[config.mk]
export PLATFORM = sky130hd
export DESIGN_NAME = icache
export DESIGN_NICKNAME = d
export VERILOG_FILES = /design/src/rtl/icache.sv
export SDC_FILE = /design/constraint.sdc
export NUM_CORES = 1
export LEC_CHECK = 0
export ABC_AREA = 0
export CAP_MARGIN = 20
export CORE_AREA = 2 2 304 306
export DETAILED_ROUTE_END_ITERATION = 10
export DIE_AREA = 0 0 306 308
export GPL_ROUTABILITY_DRIVEN = 0
export SLEW_MARGIN = 10
export SYNTH_ARGS = -nofsm -noshare
export SYNTH_HDL_FRONTEND = slang
export SYNTH_SLANG_ARGS = --single-unit
[constraint.sdc]
create_clock -name CLK -period 5.9 [get_ports CLK]
set_input_delay 1.18 -clock CLK [delete_from_list [all_inputs] [get_ports CLK]]
set_output_delay 1.18 -clock CLK [all_outputs]
set_load 0.02 [all_outputs]
[src/rtl/icache.sv]
// icache: direct-mapped read-only instruction cache, one word per frame, fills from memory on miss
//   CLK/nRST            clock (rising edge), async active-low reset
//   imemREN/imemaddr    datapath fetch request and byte address ([1:0] ignored)
//   ihit/imemload       combinational hit and fetched word (imemload valid only with ihit)
//   iREN/iaddr          miss-fill read request and word-aligned address to memory
//   iwait/iload         memory busy flag and read data (valid when iREN && !iwait)
//   hit_count/miss_count  present only when ICACHE_STATS_EN is defined
module icache #(
  parameter int SETS   = 16,
  parameter int WORD_W = 32
) (
  input  logic              CLK,
  input  logic              nRST,
  input  logic              imemREN,
  input  logic [WORD_W-1:0] imemaddr,
  output logic              ihit,
  output logic [WORD_W-1:0] imemload,
  output logic              iREN,
  output logic [WORD_W-1:0] iaddr,
  input  logic              iwait,
  input  logic [WORD_W-1:0] iload
`ifdef ICACHE_STATS_EN
  ,
  output logic [31:0]       hit_count,
  output logic [31:0]       miss_count
`endif
);
  localparam int IDXW = $clog2(SETS);
  localparam int TW   = WORD_W - IDXW - 2;
  typedef enum logic {IDLE, FILL} state_t;
  state_t state, next_state;
  logic [SETS-1:0]   valid;
  logic [TW-1:0]     tags [SETS];
  logic [WORD_W-1:0] data [SETS];
  logic [WORD_W-1:0] fill_addr;
  logic [IDXW-1:0]   idx, fidx;
  logic              hit, fill_done, miss_start;
  assign idx        = imemaddr[IDXW+1:2];
  assign fidx       = fill_addr[IDXW+1:2];
  assign hit        = imemREN && valid[idx] && tags[idx] == imemaddr[WORD_W-1:IDXW+2];
  assign fill_done  = state == FILL && !iwait;
  assign miss_start = state == IDLE && next_state == FILL;
  always_comb begin
    next_state = state;
    ihit       = 1'b0;
    imemload   = '0;
    iREN       = 1'b0;
    iaddr      = '0;
    if (state == IDLE) begin
      ihit       = hit;
      imemload   = hit ? data[idx] : '0;
      next_state = imemREN && !hit ? FILL : IDLE;
    end else begin
      iREN       = 1'b1;
      iaddr      = fill_addr;
      next_state = iwait ? FILL : IDLE;
    end
  end
  always_ff @(posedge CLK or negedge nRST) begin
    if (!nRST) begin
      state     <= IDLE;
      valid     <= '0;
      fill_addr <= '0;
    end else begin
      state <= next_state;
      if (miss_start) fill_addr <= imemaddr & ~WORD_W'(3);
      if (fill_done) valid[fidx] <= 1'b1;
    end
  end
  // Tag/data arrays need no reset: valid gates every use, and a reset
  // forces IDLE so an abandoned fill never writes.
  always_ff @(posedge CLK) begin
    if (fill_done) begin
      tags[fidx] <= fill_addr[WORD_W-1:IDXW+2];
      data[fidx] <= iload;
    end
  end
`ifdef ICACHE_STATS_EN
  always_ff @(posedge CLK or negedge nRST) begin
    if (!nRST) begin
      hit_count  <= '0;
      miss_count <= '0;
    end else begin
      if (ihit) hit_count <= hit_count + 32'd1;
      if (miss_start) miss_count <= miss_count + 32'd1;
    end
  end
`endif
endmodule
* Word level (Yosys, flattened, before mapping)
Memories as Yosys holds them, arrays and structs flattened. Index checks and enable logic that the tools add are counted. W data, S select, Z words.
Cells by class: multiply operators 0, add/sub/neg operators 0, shift-type cells 0, div/mod/pow operators 0, muxes and demuxes 14, magnitude comparators 3, reductions and logical operators 8, equality and inequality tests 1, bitwise logic cells 2
Operators with widths (number):
- $mux W32 | 3
- $eq A26 B26 Y1 | 1
- $or A16 B16 Y16 | 1
- $lt A4 B5 Y1 const B | 2
- $mux W1 | 9
- $logic_and A1 B1 Y1 | 6
- $bmux W1 S4 | 1
- $demux W1 S4 | 1
- $ge A4 B1 Y1 const B | 1
- $logic_not A1 Y1 | 2
- $not A1 Y1 | 1
Word-level totals: register bits 47, memories 2, bits in writable memories 928, bits in read-only memories 0, bits of input ports 68, latch bits 0, output and inout port bits 66
Memories:
- data | depth 16, bits a word 32, read ports 1, clocked after memory_dff 0, write ports 1, line 34 | logic [WORD_W-1:0] data [SETS];
- tags | depth 16, bits a word 26, read ports 1, clocked after memory_dff 0, write ports 1, line 33 | logic [TW-1:0] tags [SETS];

* Depth between registers and ports, before layout
Gate-level depths: netlist (run 1).
depth in word-level cells 9, mapped depth 15

* Worst setup path after synthesis (run 1)
OpenSTA, ideal clock, no wires.
kind input-to-reg, start point input iwait, end point register valid[0], library setup time 89 ps, stages 4, data arrival time 6144 ps, buffers on the path 0, data required time 5811 ps, slack -334 ps, path through nand2b_1 -> or3_1 -> nor3_1 -> or2_2
Between the ends: longest elaborated chain between the ends 2
Ends and longest elaborated chain:
- start, declared | line 20 | input logic iwait,
- $logic_not A1 Y1 | line 41 | assign fill_done = state == FILL && !iwait;
- $logic_and A1 B1 Y1 | line 41
- end signal, assigned | line 62 | valid <= '0;
- end signal, assigned by index | line 67 | if (fill_done) valid[fidx] <= 1'b1;
- end, declared | line 32 | logic [SETS-1:0] valid;
Every way passes these cells. A chain may end at the register's enable or synchronous reset.

* Worst setup path after layout (run 1)
start point input imemaddr[4], end point output imemload[18]
Between the ends: longest elaborated chain between the ends 6
Ends and longest elaborated chain:
- start, declared | line 15 | input logic [WORD_W-1:0] imemaddr,
- parallel branches: the longest is 4 deep, another holds $mem_v2 Z16 W26
- $mux W32 (*) | line 51 | imemload = hit ? data[idx] : '0;
- $mux W32 (*) | line 49 | if (state == IDLE) begin
- end, declared | line 17 | output logic [WORD_W-1:0] imemload,
Every way passes the cells marked *. The select of a mux whose other input is x is not followed.

==> results of run 1 <==
-- state kept, by name, summed over array words and instances, names as in the netlist --
signal,cells
valid,16
tags,416
fill_addr,30
data,512
state,1
-- synth_stat cells (all sizes together), types with 2 or more instances --
cell	count	area, µm²
a211oi	6	45.0
a21oi	7	35.0
a221oi	10	87.6
a22oi	2	15.0
and2	64	400
and3	2	12.5
buf	53	315
clkbuf	34	129
dfrtp	47	1180
edfxtp	928	27900
inv	2	7.51
mux2	56	739
mux2i	63	631
mux4	241	5430
nand2	17	63.8
nand2b	9	56.3
nand3	3	15.0
nand3b	2	15.0
nand4	2	12.5
nor2	25	93.8
nor2b	10	62.6
nor3	5	25.0
nor4	3	18.8
o21ai	5	25.0
o221ai	2	17.5
o22ai	15	93.8
o2bb2ai	3	26.3
or2	17	106
xnor2	22	193
xor2	17	149
-- path summary, 6_finish.rpt --
kind / start / endpoint / slack, ns / cells after the start
setup / recovery: imemaddr[4] / imemload[18] / 0.24 / 15
hold / removal: valid[13]$_DFFE_PN0P_ / valid[13]$_DFFE_PN0P_ / 0.47 / 1
setup reg to reg: tags[9][14]$_DFFE_PP_ / fill_addr[21]$_DFFE_PN0P_ / 2.41 / 10
hold reg to reg: valid[13]$_DFFE_PN0P_ / valid[13]$_DFFE_PN0P_ / 0.47 / 1
max in group asynchronous: nRST / state$_DFF_PN0_ / 4.63 / 2
min in group asynchronous: nRST / fill_addr[15]$_DFFE_PN0P_ / 0.70 / 2
-- layout make-up --
class | instances | area (µm²)
Sequential cell | 975 | 29000
Multi-Input combinational cell | 622 | 8690
Antenna cell | 2 | 5.00
Inverter | 2 | 8.76
Fill cell | 7220 | 46100
Clock inverter | 63 | 587
Tap cell | 1186 | 1480
Timing Repair Buffer | 243 | 2460
Clock buffer | 122 | 2630
-- what timing repair did --
action,CTS,global route
endpoints found under the setup margin,33,32
buffers inserted,0,0
gates resized for setup,44,45
-- report_power, final --
part / switching (mW) / total [mW] / leakage, nW / internal [mW]
Clock: 2.60 / 6.12 / 1.57 / 3.52
Sequential: 0.276 / 8.28 / 8.91 / 8.01
Combinational: 0.632 / 1.22 / 4.07 / 0.583
Total: 3.50 / 15.6 / 14.5 / 12.1
-- logic make-up (layout without fill, tap and decap cells) --
logic type / after synthesis / after routing / synth area share [%]
other cells: 1 / 4 / 0.00988
flops: 975 / 975 / 76.5
buf+inv: 89 / 430 / 1.19
xor+xnor: 39 / 39 / 0.900
simple gates: 162 / 162 / 2.39
mux: 360 / 360 / 17.9
compound gates: 59 / 59 / 1.12
-- through the flow --
stage               std cells  hold slack [ns]
floorplan                1686            0.434
global placement         3027            0.446
detailed placement       3027            0.450
CTS                      3212            0.465
global route             3213            0.477
finish                   3215            0.467
-- layer usage --
| layer | global-route usage (%) | vias to the layer above |
|---|---|---|
| met5 | 0 | - |
| met4 | 5.06 | 2 |
| met3 | 2.56 | 136 |
| met2 | 30.6 | 544 |
| met1 | 27.3 | 9723 |
| li1 | - | 7546 |
-- worst reg2reg max path: stages, from the launching register on --
cell       delay [ns]
edfxtp_1         0.37
mux4_2           0.48
mux4_2           0.48
xor2_1           0.18
nor3_2           0.16
or4b_4           0.53
a2111oi_4        0.31
buf_4            0.18
a21boi_4         0.05
buf_4            0.27
mux2_4           0.37
-- cell usage in the layout (no fill, tap or decap), types with 3 or more instances in the layout --
| master | n |
|---|---|
| a211oi_1 | 6 |
| a21oi_1 | 7 |
| a221oi_1 | 6 |
| a221oi_2 | 4 |
| and2_1 | 63 |
| buf_12 | 27 |
| buf_4 | 84 |
| buf_6 | 4 |
| bufinv_16 | 8 |
| clkbuf_1 | 18 |
| clkbuf_16 | 100 |
| clkbuf_2 | 8 |
| clkbuf_8 | 4 |
| clkdlybuf4s15_1 | 24 |
| clkdlybuf4s50_1 | 91 |
| clkinv_1 | 24 |
| clkinv_16 | 3 |
| clkinv_2 | 23 |
| clkinvlp_4 | 3 |
| dfrtp_1 | 46 |
| edfxtp_1 | 928 |
| mux2_2 | 27 |
| mux2_4 | 29 |
| mux2i_1 | 62 |
| mux4_2 | 241 |
| nand2_1 | 17 |
| nand2b_1 | 9 |
| nor2_1 | 13 |
| nor2_4 | 12 |
| nor2b_1 | 10 |
| nor3_4 | 4 |
| o21ai_0 | 5 |
| o22ai_1 | 15 |
| o2bb2ai_1 | 3 |
| or2_2 | 17 |
| xnor2_1 | 22 |
| xor2_1 | 17 |
==> results.md, run 1 <==
- The flow ran to the end, and the final reports show no timing, DRC or antenna violations.
- The count of vias placed by the detailed router is 17,951.
- Counting the buffers created by CTS gives 98.
- The slowest stage of the critical path is the clkdlybuf4s15_1 cell.
- The core region is 91,000 µm².
- Averaged over all synthesized cells, the footprint is 22.5 µm².
- The sink count of the clock tree is 975.
- The post-detailed-routing wire length is 88,800 µm.
- The worst setup path category is input port to primary output.
- On the worst path, the slowest cell contributes a delay of 0.31 ns.
- The post-synthesis async set-or-reset flop share is 4.82%.
- After routing the design area is 44,900 µm².
- 134 I/O pins were placed.
- The critical path startpoint category is an input port.
- Timing would allow up to 177 MHz.
- The class of the tightest hold or removal check is flop to flop.
- The number of max-cap violations is 0.
- IR analysis of the VDD net gives a maximum drop of 0.243 mV.
- The H-tree generated during clock tree synthesis spans 3 levels.
- The worst-margin pin slew is 1.12 ns.
- The post-route netlist has 30.3% of its cells at a drive strength greater than 1.
- The maximum number of pins on one net before global-route repair is 99.
- The initial standard-cell utilization of the core is 41.7%.
- The die covers 94,200 µm².
- The share of the core filled with cells is 49.4%.
- The worst path uses 96.0% of the clock period.
- The worst slew margin relative to its limit is 25.2%.
- The placement-stage cell area is 41,600 µm².
- The highest layer touched by signal routing is met5.
- For this run, the detailed router's first-pass iteration total came to 5.
- Wire segments on met3 add up to 4830 µm in the final route.
- Summed over all failing endpoints, the final setup total negative slack is 0 ns.
- The number of buffers between clock root and the deepest sink is 3.
- The global-route wire length before repair is 129,000 µm.
- Summed over all cells, the static leakage comes to 14.5 nW.
- The number of failing hold endpoints at the final stage was 0.
- Once detailed placement completed, the half-perimeter wirelength came to 48,200 µm.
- The worst slack after detailed placement is -0.331 ns.
- The final routed DRC violation total is 0.
- After the first detailed-routing iteration, the DRC count stood at 1,570.
- The amount of wire on met2 after detailed routing is 42,900 µm.
- The number of core rows is 111.
- The count of nets left with antenna violations once routing finished came out at 0.
- Dividing the detail-routed wire length by the instance count gives 27.6 µm.
- The count of input and output buffers is 129.
- Among all flip-flop cells after synthesis, the most frequent one is edfxtp_1.
- The shortest clock period the worst path allows after layout is 5.66 ns.
- On the final layout, the worst clock skew is 0.0313 ns.
- In this run the vertical extent of the chip is 308 µm.
- The horizontal die dimension is 306 µm.
- The number of buffer and inverter instances along the worst setup path is 6.
- Sequential elements use 76.5% of the synthesized area.
- In the global route stage, overall resource usage came out at 19.0%.
- The mean number of vias per cell is 5.58.
- The worst-skew pair later-pin latency is 0.67 ns.
- The synthesized design contains 928 enable-type register cells.
- Synthesis produced 1,685 cells.
- Walking the worst path, the cells encountered are buf_6 -> buf_12 -> buf_12 -> buf_6 -> mux2i_1 -> a22oi_1 -> o211ai_1 -> xor2_1 -> o221ai_1 -> a211o_1 -> nor4_2 -> and3_2 -> buf_12 -> and2_1 -> clkdlybuf4s15_1.
- The worst setup slack after layout is 0.236 ns.
- Along the worst path, the maximum fanout reaches 33.
- The initial antenna violation count was 2.
- The power consumption is 15.6 mW.
- The cell type group with the largest total delay on the critical path is buffers and inverters.
- The count of final max-slew check failures is 0.
- The final layout contains 2,010 nets.
- The tree is rooted in a clkbuf_16.
- Setup violations remaining at the end of the flow were counted as 0.
- The cell area power density is 348 nW/µm².
- The post-route met1 wirelength is 38,900 µm.
- The synthesized netlist occupies a cell area of 38,000 µm².
- The clock edge transition at the registers on the reported setup and hold paths is 0.06 ns.
- The TritonCTS clock tree is yes.
- The total global routing overflow is 0.
- The number of hold buffers added after CTS is 0.
- The critical path's most frequent cell is buf_12.
- The via count of the first global-routing pass came to 18,771.
- In this run, synthesis produced a sequential element count of 975.
- STA classifies the critical path endpoint as a primary output.
- Data on the critical path arrives at its endpoint at 4.48 ns.
- The total number of yosys warnings is 0.
- Relative to the synthesized area, the layout overhead comes to 18.2%.
- For the worst setup path, the data required time is 4.72 ns.
- The unique cell type count in the Yosys netlist is 49.
(Power assumes the default switching activity.)
==> run 2: changes to the inputs <==
--- a/config.mk
+++ b/config.mk
@@ -6,6 +6,7 @@
 export NUM_CORES = 1
 export LEC_CHECK = 0
 export ABC_AREA = 0
+export ABC_CLOCK_PERIOD_IN_PS = 5900
 export CAP_MARGIN = 20
 export CORE_AREA = 2 2 304 306
 export DETAILED_ROUTE_END_ITERATION = 10
==> results of run 2 <==
Final layout, timing and power as in run 1 (identical DEF).
==> run 3: changes to the inputs <==
--- a/config.mk
+++ b/config.mk
@@ -6,11 +6,11 @@
 export NUM_CORES = 1
 export LEC_CHECK = 0
 export ABC_AREA = 0
-export ABC_CLOCK_PERIOD_IN_PS = 5900
+export ABC_CLOCK_PERIOD_IN_PS = 5100
 export CAP_MARGIN = 20
-export CORE_AREA = 2 2 304 306
+export CORE_AREA = 3 3 305 307
 export DETAILED_ROUTE_END_ITERATION = 10
-export DIE_AREA = 0 0 306 308
+export DIE_AREA = 0 0 308 310
 export GPL_ROUTABILITY_DRIVEN = 0
 export SLEW_MARGIN = 10
 export SYNTH_ARGS = -nofsm -noshare
==> constraint.sdc (replaced) <==
create_clock -name CLK -period 5.1 [get_ports CLK]
set_input_delay 1.02 -clock CLK [delete_from_list [all_inputs] [get_ports CLK]]
set_output_delay 1.02 -clock CLK [all_outputs]
set_load 0.02 [all_outputs]
==> run 3 against run 2 <==
The run now ends with setup timing left. Worst setup slack lost 0.37 ns. Sequential share of layout area shrank 0.85 points. Utilization grew 1.0 points. Flip-flop and latch count is the same. Clock skew grew 0.0063 ns. Register-to-register slack lost 0.78 ns. Hold slack lost 0.19 ns. Die area grew 1.3%. Clock power grew 17%. Critical path type unchanged. Critical endpoint is now imemload[7].
==> results.md, run 3 (synthesis gave the netlist of run 1 again) <==
- The run finished, with violations left.
- The checks that failed: setup timing.
- The via count of the first global-routing pass is 18,932 (+0.86%).
- The number of flip-flops in the largest register is 512 (unchanged).
- The count of H-tree levels built during CTS is 3 (unchanged).
- The register bank with the most flops is data.
- The worst hold margin was 0.278 ns (-0.189 ns).
- The sink count of the clock tree is 975 (unchanged).
- The power consumption is 18.2 mW (+16%).
- The delay of the slowest critical-path stage is 0.35 ns (+0.04 ns).
- The remaining number of nets flagged by the antenna check after routing is 0 (unchanged).
- The placement-stage cell area is 41,600 µm² (about the same).
- The area of the core is 90,300 µm² (-0.75%).
- The count of final max-slew check failures was 0 (unchanged).
- The fraction of layout instances using a drive strength above 1 came to 34.7% (+4.4 points).
- The number of buffer and inverter instances along the worst setup path was 7 (+1).
- The final HPWL from detailed placement came to 49,600 µm (+2.8%).
- The worst slew margin relative to its limit is 29.7% (+4.5 points).
- The total CTS buffers is 98 (unchanged).
- The number of detailed-route iterations in the first pass is 5 (unchanged).
- The standard cell with the maximum stage delay on the critical path is and3_4.
- The leakage component of the power is 14.9 nW (+2.3%).
- The total global routing overflow is 0 (unchanged).
- The tightest min-delay check is of the input port to async pin type.
- The count of fill cells added during filler insertion is 7,170 (-0.69%).
- For this run, the top clock speed supported by timing is 191 MHz.
- The die area is 95,500 µm² (+1.3%).
- The initial antenna violation count came to 5 (+3).
- The count of input and output buffers was 129 (unchanged).
- The setup skew after layout is 0.0376 ns (+0.00631 ns).
- The share of the core filled with cells is 50.4% (+1.0 points).
- The number of hold buffers added after CTS is 0 (unchanged).
- The number of nets in the final layout is 2,044 (+1.7%).
- The worst-skew pair later-pin latency came to 0.66 ns (about the same).
- The critical path goes through buf_16 -> buf_8 -> nand2b_1 -> o22ai_4 -> a221oi_4 -> buf_4 -> mux2_4 -> nor4_4 -> buf_4 -> nand4_1 -> nor4_2 -> and3_4 -> buf_12 -> buf_16 -> and2_4 -> buf_6.
- The shortest clock period the worst path allows after layout is 5.24 ns.
- The initial standard-cell utilization of the core is 42.1% (+0.32 points).
- Setup repair after global routing could not meet its margin everywhere.
- The post-detailed-routing wire length was 92,300 µm (+3.9%).
- The final number of setup-violating endpoints is 33 (+33).
- The I/O pin count is 134 (unchanged).
- The final routed DRC violation total is 0 (unchanged).
- The data required time of the critical path is 4.08 ns (-0.64 ns).
- On the critical path the largest part of the delay comes from simple AND/OR/NAND/NOR gates.
- The TritonCTS clock tree is yes.
- The library cell used most frequently in the layout, excluding fill and tap cells, is edfxtp_1.
- The horizontal die dimension is 308 µm (+0.65%).
- Relative to the synthesized area, the layout overhead comes to 19.8%.
- The number of buffers between clock root and the deepest sink is 3 (unchanged).
- The largest registers in the layout are data: 512 flops, tags: 416 flops, fill_addr: 30 flops.
- The peak supply drop came to 0.299 mV (+23%).
- The die height is 310 µm (+0.65%).
- The number of max-cap violations was 0 (unchanged).
- The final instance area came to 45,500 µm² (+1.3%).
- The worst-path maximum fanout is 16 (-52%).
- The average detailed-routed wire length per instance is 28.5 µm (+3.3%).
- The worst setup slack after layout is -0.139 ns (-0.375 ns).
- The maximum number of pins on one net before global-route repair was 66 (-33%).
- The mean number of vias per cell is 5.61 (+0.46%).
- The data arrival time of the worst path is 4.22 ns (-0.26 ns).
- The count of vias placed by the detailed router is 18,141 (+1.1%).
- In the layout the commonest cells are 928 x edfxtp_1, 241 x mux4_2, 113 x buf_4.
- The clock edge transition at the registers on the reported setup and hold paths is 0.06 ns (about the same).
- The number of DRC violations after detailed-routing iteration 0 is 1,688 (+7.5%).
- The number of core rows came to 110 (-0.90%).
- The worst setup path is launched from an input port.
- The worst setup path category is input port to primary output.
- The cell area power density came to 399 nW/µm² (+15%).
- The worst setup path is captured at a primary output.
- The aggregate global-route resource usage is 19.5% (+0.49 points).
- The worst-margin pin slew is 1.05 ns (-0.0635 ns).
- CTS placed an instance of clkbuf_16 at the clock tree root.
- The number of failing hold endpoints at the final stage is 0 (unchanged).
- Dividing the final minimum period by the clock period gives 103%.
- The global-route wire length before repair is 133,000 µm (+3.4%).
[run 3: metrics by stage]
stage / std cells / TNS [ns] / setup WS (ns)
6_report: 3234 / -3.12 / -0.139
5_1_grt: 3231 / -6.16 / -0.231
4_1_cts: 3227 / -5.10 / -0.190
3_5_place_dp: 3037 / -28.16 / -0.873
3_3_place_gp: 3037 / -28.42 / -0.880
2_1_floorplan: 1686 / 0 / 0.00655
[run 3: report_power, final]
group / total, mW / internal [mW] / switching, mW
combinational: 1.44 / 0.688 / 0.751
sequential: 9.57 / 9.26 / 0.306
clock: 7.16 / 4.17 / 2.99
[run 3: cell type report]
class	count	area, µm²	share of cell area, %
clock buffers	116	2570	5.65
diodes	3	7.51	0.0165
multi-input cells	622	8840	19.4
well taps	1176	1470	3.23
flip-flops and latches	975	29000	63.8
repair buffers	277	2900	6.37
clock inverters	63	653	1.44
inverters	2	8.76	0.0193
[run 3: worst paths after layout]
kind | end | start | slack [ns] | depth (start not counted)
worst max-delay path | imemload[7] | imemaddr[2] | -0.14 | 16
worst min-delay path | fill_addr[21]$_DFFE_PN0P_ | nRST | 0.28 | 1
worst max register to register | fill_addr[14]$_DFFE_PN0P_ | tags[14][14]$_DFFE_PP_ | 1.63 | 10
worst min register to register | valid[12]$_DFFE_PN0P_ | valid[12]$_DFFE_PN0P_ | 0.47 | 1
max in group asynchronous | state$_DFF_PN0_ | nRST | 3.88 | 2
min in group CLK | valid[12]$_DFFE_PN0P_ | valid[12]$_DFFE_PN0P_ | 0.47 | 1
[run 3: routing by layer]
layer  track usage [%]  part of all wire [%]  vias to the layer above
li1                  -                     -                     7626
met1              27.4                    43                     9801
met2              31.9                    49                      576
met3              3.63                   5.9                      132
met4              4.53                   2.2                        6
met5                 0                 0.044                        -
[run 3: what timing repair did]
action / in CTS / in global routing
buffers inserted: 6 / 4
setup endpoints to repair: 33 / 33
pin swaps: 8 / 10
resized for setup: 264 / 21
cloned: 5 / 0
